==> config.mk <==
export PLATFORM = sky130hd
export DESIGN_NAME = alu_issue_stage
export DESIGN_NICKNAME = d
export VERILOG_FILES = /design/src/rtl/alu_pkg.sv /design/src/rtl/alu_shift_unit.sv /design/src/rtl/alu_issue_stage.sv
export SDC_FILE = /design/constraint.sdc
export NUM_CORES = 1
export LEC_CHECK = 0
export BUFFER_PORTS_ARGS = -buffer_cell sky130_fd_sc_hd__buf_2
export CORE_AREA = 2 2 43 75
export DETAILED_ROUTE_END_ITERATION = 10
export DIE_AREA = 0 0 45 77
export PLACE_DENSITY = 0.87
export SYNTH_ARGS = -nofsm -noshare
export SYNTH_HDL_FRONTEND = slang
export SYNTH_HIERARCHICAL = 1
export SYNTH_SLANG_ARGS = --single-unit
==> constraint.sdc <==
create_clock -name CLK -period 3.9 [get_ports CLK]
set_input_delay 0.78 -clock CLK [delete_from_list [all_inputs] [get_ports CLK]]
set_output_delay 0.78 -clock CLK [all_outputs]
set_load 0.005 [all_outputs]
==> src/rtl/alu_pkg.sv <==
// Shared definitions for the ALU issue stage: default operand width,
// opcode encodings and the issue FSM state encoding.
package alu_pkg;

    localparam int unsigned WIDTH_DEFAULT = 8;

    localparam logic [2:0] OP_AND = 3'd0;
    localparam logic [2:0] OP_OR  = 3'd1;
    localparam logic [2:0] OP_XOR = 3'd2;
    localparam logic [2:0] OP_NOT = 3'd3;
    localparam logic [2:0] OP_ADD = 3'd4;
    localparam logic [2:0] OP_SUB = 3'd5;
    localparam logic [2:0] OP_SHL = 3'd6;
    localparam logic [2:0] OP_SHR = 3'd7;

    typedef enum logic [1:0] {
        ST_IDLE  = 2'd0,
        ST_SHIFT = 2'd1,
        ST_DONE  = 2'd2
    } state_t;

endpackage

==> src/rtl/alu_shift_unit.sv <==
// Iterative one-bit-per-cycle shifter for the ALU issue stage.
// It holds the latched operand (shift register), the latched shift count
// and the last bit shifted out.
module alu_shift_unit #(
    parameter int unsigned WIDTH = 8
) (
    input  logic             clk,
    input  logic             rst_n,
    input  logic             load,
    input  logic             step,
    input  logic             dir_right,
    input  logic [WIDTH-1:0] din,
    input  logic [2:0]       cnt_in,
    output logic [WIDTH-1:0] dout,
    output logic             cnt_zero,
    output logic             cout
);

    logic [WIDTH-1:0] sr_q;
    logic [2:0]       cnt_q;
    logic             co_q;

    // Load operand/count on accept, otherwise shift by one bit per step.
    always_ff @(posedge clk) begin
        if (!rst_n) begin
            sr_q  <= '0;
            cnt_q <= '0;
            co_q  <= 1'b0;
        end else if (load) begin
            sr_q  <= din;
            cnt_q <= cnt_in;
            co_q  <= 1'b0;
        end else if (step) begin
            cnt_q <= cnt_q - 3'd1;
            if (dir_right) begin
                sr_q <= {1'b0, sr_q[WIDTH-1:1]};
                co_q <= sr_q[0];
            end else begin
                sr_q <= {sr_q[WIDTH-2:0], 1'b0};
                co_q <= sr_q[WIDTH-1];
            end
        end
    end

    assign dout     = sr_q;
    assign cnt_zero = (cnt_q == 3'd0);
    assign cout     = co_q;

endmodule

==> src/rtl/alu_issue_stage.sv <==
// Registered issue stage for the 8-bit logic/arithmetic units.
// Valid/ready in, valid/ready out; single-cycle ops complete at the accept
// edge, shifts run iteratively in alu_shift_unit.
// Optional feature macro: ALU_SHIFT_EN (enables SHL/SHR; otherwise
// opcodes 6/7 complete immediately with ERR=1).
module alu_issue_stage
    import alu_pkg::*;
#(
    parameter int unsigned WIDTH = WIDTH_DEFAULT
) (
    input  logic             CLK,
    input  logic             RST_N,
    input  logic             IN_VLD,
    output logic             IN_RDY,
    input  logic [2:0]       OP,
    input  logic [WIDTH-1:0] A,
    input  logic [WIDTH-1:0] B,
    output logic             OUT_VLD,
    input  logic             OUT_RDY,
    output logic [WIDTH-1:0] F,
    output logic             ZF,
    output logic             CF,
    output logic             NF,
    output logic             ERR
);

    state_t           state_q, state_d;
    logic             accept;
    logic             is_shift;
    logic [WIDTH-1:0] res_w;
    logic [WIDTH:0]   sum_w;
    logic             cf_w;
    logic             err_w;

    logic [WIDTH-1:0] f_q;
    logic             zf_q, cf_q, nf_q, err_q, out_vld_q;

`ifdef ALU_SHIFT_EN
    logic [2:0]       op_q;
    logic             shift_step;
    logic [WIDTH-1:0] sh_dout;
    logic             sh_cnt_zero;
    logic             sh_cout;
`endif

    assign IN_RDY = (state_q == ST_IDLE) && (!out_vld_q || OUT_RDY);
    assign accept = IN_VLD && IN_RDY;

`ifdef ALU_SHIFT_EN
    assign is_shift = (OP == OP_SHL) || (OP == OP_SHR);
`else
    assign is_shift = 1'b0;
`endif

    // Single-cycle result and carry/borrow for opcodes 0-5.
    always_comb begin
        res_w = '0;
        sum_w = '0;
        cf_w  = 1'b0;
        err_w = 1'b0;
        case (OP)
            OP_AND: res_w = A & B;
            OP_OR:  res_w = A | B;
            OP_XOR: res_w = A ^ B;
            OP_NOT: res_w = ~A;
            OP_ADD: begin
                sum_w = {1'b0, A} + {1'b0, B};
                res_w = sum_w[WIDTH-1:0];
                cf_w  = sum_w[WIDTH];
            end
            OP_SUB: begin
                // No carry out of A + ~B + 1 means a borrow occurred.
                sum_w = {1'b0, A} + {1'b0, ~B} + (WIDTH+1)'(1);
                res_w = sum_w[WIDTH-1:0];
                cf_w  = ~sum_w[WIDTH];
            end
            default: begin
`ifndef ALU_SHIFT_EN
                err_w = 1'b1;
`endif
            end
        endcase
    end

    // FSM state register.
    always_ff @(posedge CLK) begin
        if (!RST_N) state_q <= ST_IDLE;
        else        state_q <= state_d;
    end

    // FSM next-state: a zero count still spends one cycle in SHIFT.
    always_comb begin
        state_d = state_q;
`ifdef ALU_SHIFT_EN
        shift_step = 1'b0;
`endif
        case (state_q)
            ST_IDLE: begin
                if (accept && is_shift) state_d = ST_SHIFT;
            end
`ifdef ALU_SHIFT_EN
            ST_SHIFT: begin
                if (sh_cnt_zero) state_d = ST_DONE;
                else             shift_step = 1'b1;
            end
            ST_DONE: state_d = ST_IDLE;
`endif
            default: state_d = ST_IDLE;
        endcase
    end

`ifdef ALU_SHIFT_EN
    // Latch the opcode on accept so the shift direction is stable.
    always_ff @(posedge CLK) begin
        if (!RST_N)      op_q <= OP_AND;
        else if (accept) op_q <= OP;
    end

    alu_shift_unit #(.WIDTH(WIDTH)) u_shift (
        .clk       (CLK),
        .rst_n     (RST_N),
        .load      (accept),
        .step      (shift_step),
        .dir_right (op_q == OP_SHR),
        .din       (A),
        .cnt_in    (B[2:0]),
        .dout      (sh_dout),
        .cnt_zero  (sh_cnt_zero),
        .cout      (sh_cout)
    );
`endif

    // Output register: written by single-cycle accepts or by shift completion,
    // valid cleared when consumed.
    always_ff @(posedge CLK) begin
        if (!RST_N) begin
            f_q       <= '0;
            zf_q      <= 1'b0;
            cf_q      <= 1'b0;
            nf_q      <= 1'b0;
            err_q     <= 1'b0;
            out_vld_q <= 1'b0;
        end else if (accept && !is_shift) begin
            f_q       <= res_w;
            zf_q      <= (res_w == '0);
            cf_q      <= cf_w;
            nf_q      <= res_w[WIDTH-1];
            err_q     <= err_w;
            out_vld_q <= 1'b1;
`ifdef ALU_SHIFT_EN
        end else if (state_q == ST_DONE) begin
            f_q       <= sh_dout;
            zf_q      <= (sh_dout == '0);
            cf_q      <= sh_cout;
            nf_q      <= sh_dout[WIDTH-1];
            err_q     <= 1'b0;
            out_vld_q <= 1'b1;
`endif
        end else if (OUT_RDY) begin
            out_vld_q <= 1'b0;
        end
    end

    assign F       = f_q;
    assign ZF      = zf_q;
    assign CF      = cf_q;
    assign NF      = nf_q;
    assign ERR     = err_q;
    assign OUT_VLD = out_vld_q;

endmodule

==> impl_metrics.env <==
export IMPL_status="complete, no violations"
export IMPL_rrSetupSlack_ps=2190
export IMPL_buffer_depth_of_the_longest_clock_path=2
export IMPL_startpoint_type="primary input"
export IMPL_ys_seq_elements=12
export IMPL_postSynth_topFlopCell="dfxtp_1"
export IMPL_synth_async_reset_ratio_pct=0
export IMPL_drt_first_iter_violations=36
export IMPL_launching_point_of_the_worst_reg2reg_path="OUT_VLD$_SDFFE_PN0P_"
export IMPL_worst_pin_slew_ps=626
export IMPL_antenna_cells=0
export IMPL_start_util_pct=56.6
export IMPL_sum_of_negative_setup_slack_ps=0
export IMPL_cp_endpoint="F[5]$_SDFFE_PN0P_"
export IMPL_final_cycle_share_pct=70.0
export IMPL_crit_type="primary input to flop"
export IMPL_tritoncts="done"
export IMPL_postLayoutCellArea_sq_mm=0.00183
export IMPL_number_of_buffers_inserted_during_clock_tree_synthesis=3
export IMPL_finalWeightedCongestion=0.952
export IMPL_wire_length_per_cell_after_detailed_routing_um=14.5
export IMPL_drt_wl_total_um=3860
export IMPL_vias=1608
export IMPL_timing_critical_path_required_ps=4030
export IMPL_nNetsFinal=289
export IMPL_yosys_area_top_type_share_pct=18.5
export IMPL_ff2ff_path_depth=7
export IMPL_num_io_pins=37
export IMPL_finalPower_mw=0.446
export IMPL_first_pass_grt_wire_length_um=6610
export IMPL_timing_clock_skew_ps=0.497
export IMPL_dpl_cell_area_sq_mm=0.00178
export IMPL_syn_area_per_cell_sq_um=7.80
export IMPL_ys_seq_area_share_pct=14.8
export IMPL_post_synth_instance_area_sq_mm=0.00162
export IMPL_timing_critical_path_to_type="flop"
export IMPL_power_density_mw_per_mm2=245
export IMPL_via_per_inst=6.05
export IMPL_groute_usage_overall_pct=24.6
export IMPL_worstReg2RegEnd="ZF$_SDFFE_PN0P_"
export IMPL_place_detailed_hpwl_um=3070
export IMPL_antenna_found_initial=0
export IMPL_largest_net_degree_at_the_start_of_global_routing=27
export IMPL_clock_latency_ps=240
export IMPL_core_area_sq_mm=0.00286
export IMPL_max_vdd_ir_drop_uv=120
export IMPL_worst_path_max_fanout=5
export IMPL_fin_crit_ps=2730
export IMPL_slew_viol_final=0
export IMPL_numClockSinks=12
export IMPL_post_synth_inst_count=208
export IMPL_fp_dieArea_sq_mm=0.00347
export IMPL_global_route_overflow_total=0
export IMPL_cts_post_setup_buffers_inserted=0
export IMPL_area_delta_synth_final_pct=12.6
export IMPL_clock_fmax_mhz=366
export IMPL_final_layout_size_suffix_gt1_share_pct=21.8
export IMPL_static_leakage_nw=0.884
export IMPL_port_buffers=36
export IMPL_timing_slew_headroom_pct=58.2
export IMPL_timing_hold_ws_ps=450
export IMPL_cts_hold_fix_buffers=0
export IMPL_grt_pass1_vias=1585
export IMPL_htreeDepth=1
export IMPL_setup_repair_after_global_routing_missed_its_margin="no"
export IMPL_cp_arrival_ps=2860
export IMPL_holdCritPathClass="flop to flop"
export IMPL_cts_repair_resize_count=0
export IMPL_worstHoldStart="ERR$_SDFFE_PN0P_"
export IMPL_synth_warning_count=6
export IMPL_route_detailed_drc=0
export IMPL_final_hold_viols=0
export IMPL_floorplan_die_width_um=45
export IMPL_most_common_layout_cells="36 x buf_2, 28 x inv_1, 24 x nor2_1, 24 x ha_1, 16 x a21oi_1"
export IMPL_synth_top_cell_by_area="ha_1"
export IMPL_post_synth_edffs=0
export IMPL_worst_setup_sp="A[1]"
export IMPL_final_antenna_net_count=0
export IMPL_cts_root_buf="clkbuf_8"
export IMPL_die_h_um=77
export IMPL_mappedNetlistNets=257
export IMPL_setup_violations_final=0
export IMPL_clk_pin_slew_worst_paths_ps=50
export IMPL_drv_max_cap_violation_count=0
export IMPL_synth_area_top_cells="ha_1 19%, dfxtp_1 15%, inv_1 6.5%"
export IMPL_rows=26
export IMPL_yosysUniqueCellTypes=49
export IMPL_most_common_library_cell_in_the_layout_ignoring_fill_and_taps="buf_2"
export IMPL_detailedRoute_firstPassIterationCount=4
where the power goes:
group / internal (mW) / switching [mW] / leakage (nW)
logic: 0.0858 / 0.114 / 0.763
clock network: 0.0678 / 0.0423 / 0.0216
registers: 0.132 / 0.00446 / 0.0990
total: 0.286 / 0.161 / 0.884
logic make-up (layout without fill, tap and decap cells):
family / count (synthesis) / in the layout / share of synthesized area, %
compound gates: 61 / 61 / 28.2
simple gates: 61 / 61 / 18.4
buf+inv: 39 / 69 / 10.2
fa+ha+maj: 26 / 26 / 21.0
flops: 12 / 12 / 14.8
xor+xnor: 6 / 6 / 3.24
mux: 3 / 3 / 4.17
critical path: stages:
cell	delay [ps]
buf_2	140
inv_1	100
ha_1	350
nor2_1	80
o311ai_0	410
a21oi_1	190
a211oi_1	300
xnor2_1	170
o22ai_2	120
o211a_1	220
layout make-up:
class	instances	area (sq um)
tap	28	35.0
fill	273	1040
multi-input combinational	157	1220
sequential	12	240
timing repair buffer	36	180
clock buffer	3	41.3
inverter	30	113
layer usage:
layer	GRT usage, %	vias up	wire length (um)
met3	1.88	13	161
met1	26.3	743	1460
met5	0	-	0
met4	12.1	0	108
li1	-	800	-
met2	44.6	52	2130
stage by stage:
step	util [%]	std cells	setup slack, ps
2_1_floorplan	-	208	1320
3_3_place_gp	62.3	263	970
3_5_place_dp	62.3	263	933
4_1_cts	63.8	266	1170
5_1_grt	63.8	266	929
6_report	63.8	266	1170
flip-flops by register name, summed over array words and instances, names as in the netlist:
| register | cells |
|---|---|
| F | 8 |
| CF | 1 |
| ERR | 1 |
| OUT_VLD | 1 |
| ZF | 1 |
cell usage after synthesis, drive strengths merged, types with 3 or more instances:
master and instances:
inv 30, ha 24, nor2 24, a21oi 16, a211oi 12, dfxtp 12
nand2b 8, buf 7, nand2 6, nand3 6, o21ai 6, xnor2 6
a2111oi 5, nor3 5, o31ai 4, a22oi 3, mux4 3
worst min-delay path by stage:
stage | end | cells after the start
2_1_floorplan | ERR$_SDFFE_PN0P_ | 2
3_3_place_gp | ERR$_SDFFE_PN0P_ | 2
3_5_place_dp | ERR$_SDFFE_PN0P_ | 2
4_1_cts | ERR$_SDFFE_PN0P_ | 2
5_1_grt | ERR$_SDFFE_PN0P_ | 2
6_report | ERR$_SDFFE_PN0P_ | 2
Power figures use the tool's default switching activity.
